File: src/rtl/asyseq_pkg.sv
// Shared types and constants for the asynchronous-ALU sequencer.
package asyseq_pkg;

    localparam int ALU_OP_W = 4;
    localparam int ALU_D_W  = 4;

    typedef enum logic [2:0] {
        CLEAR,
        IDLE,
        SETUP,
        REQ,
        REL
    } asyseq_state_t;

    // Width of a counter that runs from 0 to max_count-1 (never narrower than 1 bit).
    function automatic int cnt_w(input int max_count);
        return (max_count < 2) ? 1 : $clog2(max_count);
    endfunction

endpackage

File: src/rtl/asyalu_seq_ctrl_if.sv
// Bundle of command, result and ALU-core signals around the sequencer.
// master: the sequencer itself; slave: the surrounding logic plus the ALU core.
interface asyalu_seq_ctrl_if;
    import asyseq_pkg::*;

    logic                cmd_valid;
    logic                cmd_ready;
    logic [ALU_OP_W-1:0] cmd_op;
    logic                res_valid;
    logic                res_ready;
    logic [ALU_D_W-1:0]  res_data;
    logic                res_flag;
    logic                res_err;
    logic                busy;
    logic                alu_clr_n;
    logic                alu_start;
    logic [ALU_OP_W-1:0] alu_op;
    logic                alu_ack;
    logic [ALU_D_W-1:0]  alu_dout;
    logic                alu_flag;

    modport master (
        input  cmd_valid, cmd_op, res_ready, alu_ack, alu_dout, alu_flag,
        output cmd_ready, res_valid, res_data, res_flag, res_err, busy,
               alu_clr_n, alu_start, alu_op
    );

    modport slave (
        output cmd_valid, cmd_op, res_ready, alu_ack, alu_dout, alu_flag,
        input  cmd_ready, res_valid, res_data, res_flag, res_err, busy,
               alu_clr_n, alu_start, alu_op
    );

endinterface

File: src/rtl/asyseq_cmd_fifo.sv
// Small synchronous command FIFO with first-word fall-through read.
// Pointers carry one extra wrap bit so full and empty are distinguishable.
module asyseq_cmd_fifo #(
    parameter int WIDTH = 4,
    parameter int DEPTH = 4
) (
    input  logic             clk,
    input  logic             rst_n,
    input  logic             push_i,
    input  logic             pop_i,
    input  logic [WIDTH-1:0] din_i,
    output logic [WIDTH-1:0] dout_o,
    output logic             full_o,
    output logic             empty_o
);
    localparam int AW = $clog2(DEPTH);

    logic [WIDTH-1:0] mem_q [DEPTH];
    logic [AW:0]      wr_ptr_q;
    logic [AW:0]      rd_ptr_q;
    logic             do_push;
    logic             do_pop;

    assign do_push = push_i && !full_o;
    assign do_pop  = pop_i && !empty_o;

    // Storage write; contents need no reset because the pointers define validity.
    always_ff @(posedge clk) begin
        if (do_push) begin
            mem_q[wr_ptr_q[AW-1:0]] <= din_i;
        end
    end

    // Pointer update; wrap is implicit in the power-of-two depth.
    always_ff @(posedge clk or negedge rst_n) begin
        if (!rst_n) begin
            wr_ptr_q <= '0;
            rd_ptr_q <= '0;
        end else begin
            if (do_push) wr_ptr_q <= wr_ptr_q + (AW+1)'(1);
            if (do_pop)  rd_ptr_q <= rd_ptr_q + (AW+1)'(1);
        end
    end

    assign dout_o  = mem_q[rd_ptr_q[AW-1:0]];
    assign empty_o = (wr_ptr_q == rd_ptr_q);
    assign full_o  = (wr_ptr_q[AW] != rd_ptr_q[AW]) &&
                     (wr_ptr_q[AW-1:0] == rd_ptr_q[AW-1:0]);

endmodule

File: src/rtl/asyalu_seq_ctrl.sv
// Clocked sequencer for the asynchronous dual-rail ALU core: queues opcodes,
// runs the 4-phase start/ack handshake, synchronises ack and returns results.
// Optional build macro ASYSEQ_TIMEOUT_EN adds an ack watchdog that forces a
// core clear and posts an error result.
module asyalu_seq_ctrl
    import asyseq_pkg::*;
#(
    parameter int FIFO_DEPTH     = 4,
    parameter int SYNC_STAGES    = 2,
    parameter int SETTLE_CYCLES  = 1,
    parameter int CLR_CYCLES     = 2,
    parameter int TIMEOUT_CYCLES = 64
) (
    input  logic              clk,
    input  logic              rst_n,
    asyalu_seq_ctrl_if.master bus
);
    localparam int CLR_W = cnt_w(CLR_CYCLES);
    localparam int SET_W = cnt_w(SETTLE_CYCLES);

    asyseq_state_t          state_q, state_d;
    logic [CLR_W-1:0]       clr_cnt_q, clr_cnt_d;
    logic [SET_W-1:0]       settle_cnt_q, settle_cnt_d;
    logic [ALU_OP_W-1:0]    alu_op_q, alu_op_d;
    logic                   alu_start_q;
    logic                   alu_clr_n_q;
    logic                   res_valid_q, res_valid_d;
    logic [ALU_D_W-1:0]     res_data_q, res_data_d;
    logic                   res_flag_q, res_flag_d;
    logic [SYNC_STAGES-1:0] sync_q;

    logic                   ack_s;
    logic                   res_free;
    logic                   capture;
    logic                   err_pend;
    logic                   err_load;
    logic                   timeout;

    logic                   fifo_push;
    logic                   fifo_pop;
    logic [ALU_OP_W-1:0]    fifo_dout;
    logic                   fifo_full;
    logic                   fifo_empty;

    asyseq_cmd_fifo #(
        .WIDTH (ALU_OP_W),
        .DEPTH (FIFO_DEPTH)
    ) u_cmd_fifo (
        .clk     (clk),
        .rst_n   (rst_n),
        .push_i  (fifo_push),
        .pop_i   (fifo_pop),
        .din_i   (bus.cmd_op),
        .dout_o  (fifo_dout),
        .full_o  (fifo_full),
        .empty_o (fifo_empty)
    );

    assign bus.cmd_ready = !fifo_full && (state_q != CLEAR);
    assign fifo_push     = bus.cmd_valid && bus.cmd_ready;
    assign res_free      = !res_valid_q || bus.res_ready;

    // Ack synchroniser: the only place the asynchronous ack enters the clock domain.
    always_ff @(posedge clk or negedge rst_n) begin
        if (!rst_n) begin
            sync_q <= '0;
        end else begin
            sync_q <= {sync_q[SYNC_STAGES-2:0], bus.alu_ack};
        end
    end
    assign ack_s = sync_q[SYNC_STAGES-1];

    // Next-state logic; start only rises once ack_s has returned low.
    always_comb begin
        state_d      = state_q;
        clr_cnt_d    = clr_cnt_q;
        settle_cnt_d = settle_cnt_q;
        alu_op_d     = alu_op_q;
        fifo_pop     = 1'b0;
        capture      = 1'b0;
        case (state_q)
            CLEAR: begin
                if (clr_cnt_q == CLR_W'(CLR_CYCLES - 1)) begin
                    clr_cnt_d = '0;
                    state_d   = IDLE;
                end else begin
                    clr_cnt_d = clr_cnt_q + CLR_W'(1);
                end
            end
            IDLE: begin
                if (!fifo_empty) begin
                    fifo_pop     = 1'b1;
                    alu_op_d     = fifo_dout;
                    settle_cnt_d = '0;
                    state_d      = SETUP;
                end
            end
            SETUP: begin
                if (settle_cnt_q == SET_W'(SETTLE_CYCLES - 1)) begin
                    if (!ack_s) state_d = REQ;
                end else begin
                    settle_cnt_d = settle_cnt_q + SET_W'(1);
                end
            end
            REQ: begin
                // Holding start high while the result port is blocked keeps core data stable.
                if (ack_s) begin
                    if (res_free && !err_pend) begin
                        capture = 1'b1;
                        state_d = REL;
                    end
                end else if (timeout) begin
                    state_d = CLEAR;
                end
            end
            REL: begin
                if (!ack_s) begin
                    if (!fifo_empty) begin
                        fifo_pop     = 1'b1;
                        alu_op_d     = fifo_dout;
                        settle_cnt_d = '0;
                        state_d      = SETUP;
                    end else begin
                        state_d = IDLE;
                    end
                end else if (timeout) begin
                    state_d = CLEAR;
                end
            end
            default: state_d = CLEAR;
        endcase
    end

    // State and core-facing registers; start/clr_n come straight from flops so the core never sees glitches.
    always_ff @(posedge clk or negedge rst_n) begin
        if (!rst_n) begin
            state_q      <= CLEAR;
            clr_cnt_q    <= '0;
            settle_cnt_q <= '0;
            alu_op_q     <= '0;
            alu_start_q  <= 1'b0;
            alu_clr_n_q  <= 1'b0;
        end else begin
            state_q      <= state_d;
            clr_cnt_q    <= clr_cnt_d;
            settle_cnt_q <= settle_cnt_d;
            alu_op_q     <= alu_op_d;
            alu_start_q  <= (state_d == REQ);
            alu_clr_n_q  <= (state_d != CLEAR);
        end
    end

    // Result register next value: a fresh load beats a simultaneous consume.
    always_comb begin
        res_valid_d = res_valid_q;
        res_data_d  = res_data_q;
        res_flag_d  = res_flag_q;
        if (capture) begin
            res_valid_d = 1'b1;
            res_data_d  = bus.alu_dout;
            res_flag_d  = bus.alu_flag;
        end else if (err_load) begin
            res_valid_d = 1'b1;
            res_data_d  = '0;
            res_flag_d  = 1'b0;
        end else if (res_valid_q && bus.res_ready) begin
            res_valid_d = 1'b0;
        end
    end

    // Result register.
    always_ff @(posedge clk or negedge rst_n) begin
        if (!rst_n) begin
            res_valid_q <= 1'b0;
            res_data_q  <= '0;
            res_flag_q  <= 1'b0;
        end else begin
            res_valid_q <= res_valid_d;
            res_data_q  <= res_data_d;
            res_flag_q  <= res_flag_d;
        end
    end

`ifdef ASYSEQ_TIMEOUT_EN
    localparam int TO_W = cnt_w(TIMEOUT_CYCLES);

    logic [TO_W-1:0] to_cnt_q, to_cnt_d;
    logic            err_pend_q, err_pend_d;
    logic            res_err_q;
    logic            waiting;

    // Only genuine waits on an ack edge count; a back-pressured REQ with ack high does not.
    assign waiting    = ((state_q == REQ) && !ack_s) || ((state_q == REL) && ack_s);
    assign timeout    = waiting && (to_cnt_q == TO_W'(TIMEOUT_CYCLES - 1));
    assign to_cnt_d   = (waiting && (state_d == state_q)) ? to_cnt_q + TO_W'(1) : '0;
    assign err_pend   = err_pend_q;
    assign err_load   = err_pend_q && res_free;
    assign err_pend_d = (err_pend_q && !err_load) || timeout;

    // Watchdog counter and the pending error result awaiting a free result slot.
    always_ff @(posedge clk or negedge rst_n) begin
        if (!rst_n) begin
            to_cnt_q   <= '0;
            err_pend_q <= 1'b0;
        end else begin
            to_cnt_q   <= to_cnt_d;
            err_pend_q <= err_pend_d;
        end
    end

    // Error flag tracks whichever source loaded the result register last.
    always_ff @(posedge clk or negedge rst_n) begin
        if (!rst_n) begin
            res_err_q <= 1'b0;
        end else if (capture) begin
            res_err_q <= 1'b0;
        end else if (err_load) begin
            res_err_q <= 1'b1;
        end
    end

    assign bus.res_err = res_err_q;
`else
    assign timeout     = 1'b0;
    assign err_pend    = 1'b0;
    assign err_load    = 1'b0;
    assign bus.res_err = 1'b0;
`endif

    assign bus.res_valid = res_valid_q;
    assign bus.res_data  = res_data_q;
    assign bus.res_flag  = res_flag_q;
    assign bus.busy      = (state_q != IDLE) || !fifo_empty;
    assign bus.alu_clr_n = alu_clr_n_q;
    assign bus.alu_start = alu_start_q;
    assign bus.alu_op    = alu_op_q;

endmodule

File: src/flat_wrapper.sv
// flat-port wrapper written by rule: the top's interface ports become plain ports
module asyalu_seq_ctrl_flat import asyseq_pkg::*;
#(
    parameter int FIFO_DEPTH     = 4,
    parameter int SYNC_STAGES    = 2,
    parameter int SETTLE_CYCLES  = 1,
    parameter int CLR_CYCLES     = 2,
    parameter int TIMEOUT_CYCLES = 64
)
  (clk, rst_n, bus_cmd_valid, bus_cmd_op, bus_res_ready, bus_alu_ack, bus_alu_dout, bus_alu_flag, bus_cmd_ready, bus_res_valid, bus_res_data, bus_res_flag, bus_res_err, bus_busy, bus_alu_clr_n, bus_alu_start, bus_alu_op);
  asyalu_seq_ctrl_if bus_i ();
  input  logic clk;
  input  logic rst_n;
  input wire logic [$bits(bus_i.cmd_valid)-1:0] bus_cmd_valid;
  input wire logic [$bits(bus_i.cmd_op)-1:0] bus_cmd_op;
  input wire logic [$bits(bus_i.res_ready)-1:0] bus_res_ready;
  input wire logic [$bits(bus_i.alu_ack)-1:0] bus_alu_ack;
  input wire logic [$bits(bus_i.alu_dout)-1:0] bus_alu_dout;
  input wire logic [$bits(bus_i.alu_flag)-1:0] bus_alu_flag;
  output wire logic [$bits(bus_i.cmd_ready)-1:0] bus_cmd_ready;
  output wire logic [$bits(bus_i.res_valid)-1:0] bus_res_valid;
  output wire logic [$bits(bus_i.res_data)-1:0] bus_res_data;
  output wire logic [$bits(bus_i.res_flag)-1:0] bus_res_flag;
  output wire logic [$bits(bus_i.res_err)-1:0] bus_res_err;
  output wire logic [$bits(bus_i.busy)-1:0] bus_busy;
  output wire logic [$bits(bus_i.alu_clr_n)-1:0] bus_alu_clr_n;
  output wire logic [$bits(bus_i.alu_start)-1:0] bus_alu_start;
  output wire logic [$bits(bus_i.alu_op)-1:0] bus_alu_op;
  assign bus_i.cmd_valid = bus_cmd_valid;
  assign bus_i.cmd_op = bus_cmd_op;
  assign bus_i.res_ready = bus_res_ready;
  assign bus_i.alu_ack = bus_alu_ack;
  assign bus_i.alu_dout = bus_alu_dout;
  assign bus_i.alu_flag = bus_alu_flag;
  assign bus_cmd_ready = bus_i.cmd_ready;
  assign bus_res_valid = bus_i.res_valid;
  assign bus_res_data = bus_i.res_data;
  assign bus_res_flag = bus_i.res_flag;
  assign bus_res_err = bus_i.res_err;
  assign bus_busy = bus_i.busy;
  assign bus_alu_clr_n = bus_i.alu_clr_n;
  assign bus_alu_start = bus_i.alu_start;
  assign bus_alu_op = bus_i.alu_op;
  asyalu_seq_ctrl #(.FIFO_DEPTH(FIFO_DEPTH), .SYNC_STAGES(SYNC_STAGES), .SETTLE_CYCLES(SETTLE_CYCLES), .CLR_CYCLES(CLR_CYCLES), .TIMEOUT_CYCLES(TIMEOUT_CYCLES)) u_core (.clk(clk), .rst_n(rst_n), .bus(bus_i));
endmodule
File: config.mk
export PLATFORM = sky130hd
export DESIGN_NAME = asyalu_seq_ctrl_flat
export DESIGN_NICKNAME = d
export VERILOG_FILES = /design/src/rtl/asyseq_pkg.sv /design/src/rtl/asyalu_seq_ctrl_if.sv /design/src/rtl/asyseq_cmd_fifo.sv /design/src/rtl/asyalu_seq_ctrl.sv /design/src/flat_wrapper.sv
export SDC_FILE = /design/constraint.sdc
export NUM_CORES = 1
export LEC_CHECK = 0
export BUFFER_PORTS_ARGS = -buffer_cell sky130_fd_sc_hd__buf_4
export CAP_MARGIN = 25
export CORE_MARGIN = 2
export CORE_UTILIZATION = 30
export CTS_BUF_LIST = sky130_fd_sc_hd__clkbuf_4
export DETAILED_ROUTE_END_ITERATION = 8
export HOLD_SLACK_MARGIN = 0.15
export SYNTH_ARGS = -nofsm -noshare
export SYNTH_HDL_FRONTEND = slang
export SYNTH_SLANG_ARGS = --single-unit
File: constraint.sdc
create_clock -name clk -period 3.5 [get_ports clk]
set_input_delay 0.175 -clock clk [delete_from_list [all_inputs] [get_ports clk]]
set_output_delay 0.175 -clock clk [all_outputs]
set_load 0.1 [all_outputs]
Word-level counts from Yosys, hierarchy flattened --
Memories as Yosys holds them, arrays and structs flattened. Index checks and enable logic that the tools add are counted.
Word-level totals: bits in registers 25, output and inout bits 15, memories kept 1, bits in writable memories 16
Cells by class: add/subtract/negate cells 4, multiplexer cells 27, reductions and logical operators 19, equal/unequal tests 10
Memories:
- u_core.u_cmd_fifo.mem_q | words 4, width 4, read ports 1, clocked after memory_dff 0, wr ports 1, RTL line asyseq_cmd_fifo.sv:18 | logic [WIDTH-1:0] mem_q [DEPTH];
Operators by type and width (count):
- 3-bit two-way mux | 7
- 3-bit case mux with 5 select lines | 1
- 1-bit two-way mux | 13
- 3-bit by 2-bit equality test with 1-bit output (second input constant) | 3
- 3-bit nonzero test | 3
- 4-bit two-way mux | 2
- 4-bit case mux with 2 select lines | 1
- 3-bit by 1-bit adder with 3-bit output (second input constant) | 2
- 1-bit logical AND | 6
- 2-bit AND reduction | 2
- 2-bit nonzero test | 2
- 3-bit by 1-bit equality test with 1-bit output (second input constant) | 1
- 3-bit equality test | 1
- 3-bit equality test (second input constant) | 1
- 1-bit logical NOT | 3
- 3-bit logical NOT | 1
- 3-bit by 1-bit != test with 1-bit output (second input constant) | 1
- 1-bit case mux with 3 select lines | 1
- 1-bit adder (second input constant) | 2
- 2-bit equality test | 1
- 1-bit logical OR | 2
- 2-bit two-way mux | 1
- 2-bit != test (second input constant) | 1
- 1-bit case mux with 2 select lines | 1
- 1-bit != test | 1

Depth between registers and ports, before layout --
Gate-level depths: netlist of the first run.
depth in word-level cells 8, gate-level depth with buffers 5, depth with buffers taken out 4

Modules after synthesis --
A second synthesis of the first run with hierarchy kept.
Unflattened totals: cells, all modules 149, area total of the unflattened synthesis 2001.9 um^2
By module, submodules not included:
- asyseq_cmd_fifo | seq. area each 630.6 um^2, area each 1104.8 um^2, instances 1, cells an instance 70
- asyalu_seq_ctrl | seq. area each 475.5 um^2, area each 897.1 um^2, instances 1, cells an instance 79

Worst setup path before layout of the first run --
No wires, ideal clock.
kind register to register, from register u_core.u_cmd_fifo.rd_ptr_q[0], to memory u_core.u_cmd_fifo.mem_q[0][0], enable pin, setup slack 1482 ps, buffers on the path 1, stages on the path, launching flop included 5, arrival 1708 ps, required time 3190 ps, library setup time 310 ps, path through dfrtp_1 > buf_4 > xnor2_2 > a31oi_4 > and3_1
On the way: cells in the longest elaborated chain, start to end 8
RTL lines:
- start, declared | RTL line asyseq_cmd_fifo.sv:20 | logic [AW:0] rd_ptr_q;
- start signal, assigned | RTL line asyseq_cmd_fifo.sv:41 | if (do_pop) rd_ptr_q <= rd_ptr_q + (AW+1)'(1);
- 2-bit equality test | RTL line asyseq_cmd_fifo.sv:48 | (wr_ptr_q[AW-1:0] == rd_ptr_q[AW-1:0]);
- 1-bit logical AND | RTL line asyseq_cmd_fifo.sv:47 | assign full_o = (wr_ptr_q[AW] != rd_ptr_q[AW]) &&
- 1-bit logical NOT | RTL line asyalu_seq_ctrl.sv:59 | assign bus.cmd_ready = !fifo_full && (state_q != CLEAR);
- 1-bit logical AND | RTL line asyalu_seq_ctrl.sv:59
- via bus_cmd_ready | RTL line flat_wrapper.sv:20 | output wire logic [$bits(bus_i.cmd_ready)-1:0] bus_cmd_ready;
- 1-bit logical AND | RTL line asyalu_seq_ctrl.sv:60 | assign fifo_push = bus.cmd_valid && bus.cmd_ready;
- 1-bit logical AND | RTL line asyseq_cmd_fifo.sv:24 | assign do_push = push_i && !full_o;
- 1-bit two-way mux | RTL line asyseq_cmd_fifo.sv:29 | if (do_push) begin
- 1-bit two-way mux (implied by the code) | RTL line asyseq_cmd_fifo.sv:30 | mem_q[wr_ptr_q[AW-1:0]] <= din_i;
- end, declared | RTL line asyseq_cmd_fifo.sv:18
The timed path passes the listed nets, and every way through them passes these cells.

Worst setup path after layout of the first run --
from register u_core.u_cmd_fifo.rd_ptr_q[1], to output bus_busy
On the way: cells in the longest elaborated chain, start to end 3
RTL lines:
- 3-bit equality test | RTL line asyseq_cmd_fifo.sv:46 | assign empty_o = (wr_ptr_q == rd_ptr_q);
- 1-bit logical NOT
- 1-bit logical OR | RTL line asyalu_seq_ctrl.sv:233 | assign bus.busy = (state_q != IDLE) || !fifo_empty;
- end, declared | RTL line flat_wrapper.sv:25 | output wire logic [$bits(bus_i.busy)-1:0] bus_busy;
No other way between the ends.

==> flow_metrics.tcl, run 1 <==
set metrics [dict create \
    status "complete, no violations" \
    clockRootBuffer "clkbuf_4" \
    required_ps 3320 \
    drive_gt1_frac 0.366 \
    firstDrtPassIters 3 \
    ant_nets 0 \
    stdcell_count 225 \
    min_period_over_period 0.585 \
    grt_use_total 0.0972 \
    io_buffers 27 \
    clockBufferDepth 2 \
    skew_ps 16.2 \
    critPathMaxFanout 7 \
    cts.htree.levels 2 \
    gp_congestion 0.762 \
    clock_latency_ps 360 \
    vias 1008 \
    avgRoutedWirePerCell_um 12.8 \
    synth-seq-cells 41 \
    synthCells 109 \
    grt_overflow_total 0 \
    num-fill-cells 516 \
    synth-edff-count 16 \
    async_flop_share 0.610 \
    min_period_ps 2050 \
    ioPinCount 29 \
    die_w_um 80.6 \
    maxCapViolCount 0 \
    hold_viol_final 0 \
    grt_pass1_vias 1041 \
    tns_ps 0 \
    clock.fmax_mhz 489 \
    ys_warn_count 0 \
    clkSinkCount 41 \
    dp_hpwl_um 2100 \
    design.core.area_sq_um 5570 \
    reg2reg_depth 4 \
    postLayoutCellArea_sq_um 2220 \
    dieArea_sq_um 6500 \
    arrival_ps 1870 \
    viasPerCell 4.48 \
    drtIter0Drc 27 \
    routed_wl_um 2870 \
    end_kind "primary output" \
    placed_area_sq_um 2030 \
    ys_seq_area_frac 0.628 \
    drc 0 \
    area_growth_pct 26.2 \
    dp_cells 204 \
    nNetsFinal 171 \
    cts_tree "built" \
    slew_viol_final 0 \
    path_class "reg -> out" \
    syn-num-nets 128 \
    cts_resized 0 \
    min_path_type "in -> async" \
    grt_max_degree 26 \
    rsz0062_at_grt "no" \
    syn_avg_cell_area_sq_um 16.2 \
    worst_setup_path_start_kind "flop" \
    postCtsHoldBufs 13 \
    grt_pass1_wl_um 4640 \
    setup-violations-final 0 \
    antenna_cells 0 \
    max_stage_delay_ps 500 \
    antenna_found_initial 0 \
    slew_headroom 0.626 \
    cpMaxStageDelayCell "dfrtp_1" \
    synth_cell_type_count 36 \
    crit_chain "xnor2_1, nand2_2, nor2_1, nand2_1, buf_4" \
    tightest_slew_ps 556 \
    clk_pin_slew_ps 140 \
    syn_area_sq_um 1760 \
    rows 27 \
    fp.dieH_um 80.6 \
    initial_core_util 0.316 \
    numCtsBuffers 5 \
    post-cts-setup-buffers 0 \
    synth_ff_type "dfrtp_1" \
]
## Yosys cell counts, types with 3 or more instances
| master | instances | share of area |
|---|---|---|
| mux4_1 | 4 | 0.060 |
| dfrtp_1 | 25 | 0.36 |
| ha_1 | 5 | 0.036 |
| and3_1 | 3 | 0.011 |
| edfxtp_1 | 16 | 0.27 |
| nor3_1 | 3 | 0.0085 |
| mux2_2 | 10 | 0.064 |
| xnor2_1 | 4 | 0.020 |
| nand2_1 | 3 | 0.0064 |
## final timing paths
path                                                           startpoint                                        end  slack, ps
worst max-delay path            u_core.u_cmd_fifo.rd_ptr_q[1]$_DFFE_PN0P_                                   bus_busy       1450
worst min register to register                 u_core.sync_q[0]$_DFF_PN0_                 u_core.sync_q[1]$_DFF_PN0_        360
max in group asynchronous                                           rst_n  u_core.u_cmd_fifo.rd_ptr_q[2]$_DFFE_PN0P_       3010
worst max register to register  u_core.u_cmd_fifo.rd_ptr_q[1]$_DFFE_PN0P_           u_core.bus.alu_op[3]$_DFFE_PN0P_       1740
worst min-delay path                                                rst_n           u_core.bus.alu_op[0]$_DFFE_PN0P_        230
min in group clk                               u_core.sync_q[0]$_DFF_PN0_                 u_core.sync_q[1]$_DFF_PN0_        360
## cells by family (layout without fill, tap and decap cells)
family / Yosys count / count (layout) / synth area share
fa+ha+maj: 5 / 5 / 0.0355
xor+xnor: 8 / 8 / 0.0483
compound gates: 7 / 7 / 0.0419
simple gates: 26 / 26 / 0.0931
buf+inv: 6 / 50 / 0.0185
other cells: 1 / 1 / 0.00213
mux: 15 / 15 / 0.132
flops: 41 / 41 / 0.628
## final cells by class
cell class	instances	area, sq um	share of cell area
repair buffers	40	333	0.150
clock buffers	5	37.5	0.0169
multi-input cells	62	622	0.280
flip-flops and latches	41	1110	0.498
inverters	2	7.51	0.00338
well taps	72	90.1	0.0406
clock inverters	3	25.0	0.0113
## sequential cells by signal, indices dropped and copies added, names as in the netlist, 2 cells and up
| name | cells |
|---|---|
| u_core.bus.alu_op | 4 |
| u_core.u_cmd_fifo.mem_q | 16 |
| u_core.u_cmd_fifo.rd_ptr_q | 3 |
| u_core.state_q | 3 |
| u_core.u_cmd_fifo.wr_ptr_q | 3 |
| u_core.sync_q | 2 |
| u_core.bus.res_data | 4 |
## placed cells by master (no fill, tap or decap), drive strengths merged, types with 3 or more instances in the layout
cell	n
clkbuf	5
nor3	3
inv	3
buf	27
dfrtp	25
and3	5
mux2	11
ha	5
xnor2	5
nand2	5
dlygate4sd3	13
xor2	3
mux4	4
edfxtp	16
## routing by layer
layer  GRT usage  vias to the layer above  share of wire
li1            -                      480              -
met1       0.102                      493           0.43
met2       0.173                       30           0.50
met3      0.0303                        5          0.057
met4      0.0508                        0          0.018
met5           0                        -              0
## per-stage QoR
| step | hold slack, ps | setup slack (ps) | utilization |
|---|---|---|---|
| 4_1_cts | 232 | 1420 | 0.398 |
| 3_5_place_dp | 96.0 | 1740 | 0.364 |
| 2_1_floorplan | -121 | 1480 | - |
| 3_3_place_gp | 89.1 | 1820 | 0.364 |
| 6_report | 234 | 1450 | 0.398 |
| 5_1_grt | 238 | 1330 | 0.398 |
## critical path, delay by kind of cell (launching register included)
family                 cells  cell delay (ps)
XOR/XNOR                   1              370
buffers and inverters      1              240
flip-flops                 1              500
AND/OR/NAND/NOR            3              400
Power of run 1 is not shown: default switching activity piles up to over one toggle a cycle in this logic, so the estimate is an artifact.
==> run 2, diff against run 1 <==
- ABC_AREA: default -> 1
- clock period: 3.5 -> 1.8 ns (I/O delays scaled with it)
==> flow_metrics.tcl, run 2 <==
set metrics [dict create \
    synth_cell_type_count 31 \
    synth_common_cells "nand2_1, dfrtp_1, edfxtp_1" \
    maxCapViolCount 0 \
    synth-edff-count 16 \
    clockRootBuffer "clkbuf_4" \
    hold_viol_final 0 \
    design.core.area_sq_um 5990 \
    status "complete, no violations" \
    io_buffers 27 \
    synth_most_common_cell "nand2_1" \
    clock.fmax_mhz 594 \
    die_w_um 83.1 \
    synth_ff_type "dfrtp_1" \
    clockBufferDepth 2 \
    grt_overflow_total 0 \
    reg2reg_from "u_core.u_cmd_fifo.wr_ptr_q[1]$_DFFE_PN0N_" \
    ant_nets 0 \
    clkSinkCount 41 \
    final_util 0.405 \
    skew_ps 9.82 \
    dieArea_sq_um 6910 \
    worst_setup_path_start_kind "flop" \
    vias 1280 \
    tns_ps 0 \
    firstDrtPassIters 4 \
    area_growth_pct 29.2 \
    ioPinCount 29 \
    min_period_ps 1680 \
    syn-num-nets 199 \
    mostFrequentLayoutCells "nand2_1, buf_4, dfrtp_1" \
    path_class "reg -> out" \
    crit_buf_inv 2 \
    largest_reg_flops 16 \
    ys_seq_area_frac 0.589 \
    slew_viol_final 0 \
    antenna_cells 0 \
    viasPerCell 4.21 \
    cp_top_family "simple AND/OR/NAND/NOR gates" \
    max_stage_delay_ps 460 \
    grt_pass1_vias 1293 \
    async_flop_share 0.610 \
    fp.dieH_um 83.1 \
    cts.htree.levels 2 \
    timing.rr.end "u_core.u_cmd_fifo.mem_q[1][1]$_DFFE_PP_" \
    min_period_over_period 0.935 \
    reg2reg_depth 6 \
    syn_area_sq_um 1880 \
    clock_latency_ps 350 \
    required_ps 1710 \
    clk_pin_slew_ps 120 \
    setup-violations-final 0 \
    ys_warn_count 0 \
    gp_congestion 0.813 \
    syn_avg_cell_area_sq_um 10.4 \
    arrival_ps 1590 \
    grt_use_total 0.107 \
    initial_core_util 0.314 \
    synth_top_area_cell "dfrtp_1" \
    post-synth-top-area-fraction 0.333 \
    synth_area_leaders "dfrtp_1, edfxtp_1, nand2_1" \
    rows 28 \
    nNetsFinal 247 \
    antenna_found_initial 0 \
    synth-seq-cells 41 \
    min_path_type "in -> async" \
    critPathMaxFanout 5 \
    final_common_cell "nand2_1" \
    synthCells 180 \
    avgRoutedWirePerCell_um 11.2 \
    drtIter0Drc 46 \
    grt_max_degree 26 \
    routed_wl_um 3400 \
    cpMaxStageDelayCell "dfrtp_1" \
    drive_gt1_frac 0.288 \
    drc 0 \
    crit_chain "inv_2, nand2_1, nand2_2, nand3_4, or2_4, buf_8" \
    end_kind "primary output" \
    rrSetupSlack_ps 290 \
    dp_hpwl_um 2510 \
    grt_pass1_wl_um 5820 \
    numCtsBuffers 5 \
    cts_tree "built" \
    rsz0062_at_grt "no" \
]
run 2: cell types whose count changed after synthesis, sizes merged, moves of 2 or more:
cell | previous run | this run
nand2 | 5 | 59
inv | 2 | 19
nor2 | 2 | 18
mux2 | 11 | 0
o21ai | 1 | 12
nand3 | 0 | 8
and3 | 5 | 0
mux4 | 4 | 0
o22ai | 0 | 4
buf | 4 | 2
or3b | 2 | 0
xnor2 | 5 | 3
xor2 | 3 | 1
run 2: worst max-delay path by stage:
stage                                                    startpoint                                 endpoint  slack [ps]  cells past startpoint
after floorplan                    u_core.bus.res_valid$_DFFE_PN0P_           u_core.bus.alu_clr_n$_DFF_PN0_         150                      5
after global placement    u_core.u_cmd_fifo.rd_ptr_q[0]$_DFFE_PN0P_  u_core.u_cmd_fifo.mem_q[3][2]$_DFFE_PP_         190                      6
after detailed placement  u_core.u_cmd_fifo.rd_ptr_q[0]$_DFFE_PN0P_  u_core.u_cmd_fifo.mem_q[1][3]$_DFFE_PP_         140                      6
after CTS                 u_core.u_cmd_fifo.rd_ptr_q[1]$_DFFE_PN0P_                                 bus_busy           6                      6
after global routing      u_core.u_cmd_fifo.wr_ptr_q[1]$_DFFE_PN0N_                                 bus_busy           6                      6
final                     u_core.u_cmd_fifo.wr_ptr_q[1]$_DFFE_PN0N_                                 bus_busy         120                      6
run 2: final cells by class:
cell class / instances / area, sq um
clock buffers: 5 / 37.5
clock inverters: 3 / 65.1
fillers: 574 / 3560
inverters: 20 / 88.8
multi-input cells: 117 / 671
flip-flops and latches: 41 / 1110
well taps: 75 / 93.8
repair buffers: 43 / 363
run 2: per-stage QoR:
stage	instance area [sq um]	std cells	setup WS, ps	hold WS [ps]
after floorplan	1880	180	150	-206
after global placement	2160	280	188	13.1
after detailed placement	2160	280	137	13.4
after CTS	2400	302	5.63	162
after global routing	2430	304	5.68	199
final	2430	304	118	172
run 2: repair_timing:
item	4_1_cts	5_1_grt
endpoints found under the setup margin	2	1
hold buffers	13	0
hold endpoints to repair	51	0
gates resized for setup	3	5
cloned	0	0
buffers inserted	1	2
pin swaps	0	0
run 2: cells by family (layout without fill, tap and decap cells):
| logic type | count (synthesis) | count (layout) | synth area share |
|---|---|---|---|
| xor+xnor | 4 | 4 | 0.0186 |
| simple gates | 90 | 90 | 0.252 |
| flops | 41 | 41 | 0.589 |
| compound gates | 17 | 17 | 0.0499 |
| fa+ha+maj | 5 | 5 | 0.0333 |
| buf+inv | 22 | 71 | 0.0559 |
| other cells | 1 | 1 | 0.00200 |
run 2: metal layers:
metal | vias to the layer above | wire length (um) | global-route usage
met1 | 579 | 1620 | 0.129
met4 | 0 | 92 | 0.0566
met2 | 19 | 1580 | 0.174
met5 | - | 0 | 0
li1 | 673 | - | -
met3 | 9 | 104 | 0.0288
run 2: worst reg2reg max path, stage by stage (launching register included):
cell and delay [ps]:
dfrtp_1 460, inv_2 70, nand2_1 80, nand2_2 80
nand3_2 100, nand3_4 120, nor2_1 280
Power of run 2 is left out for the same reason.
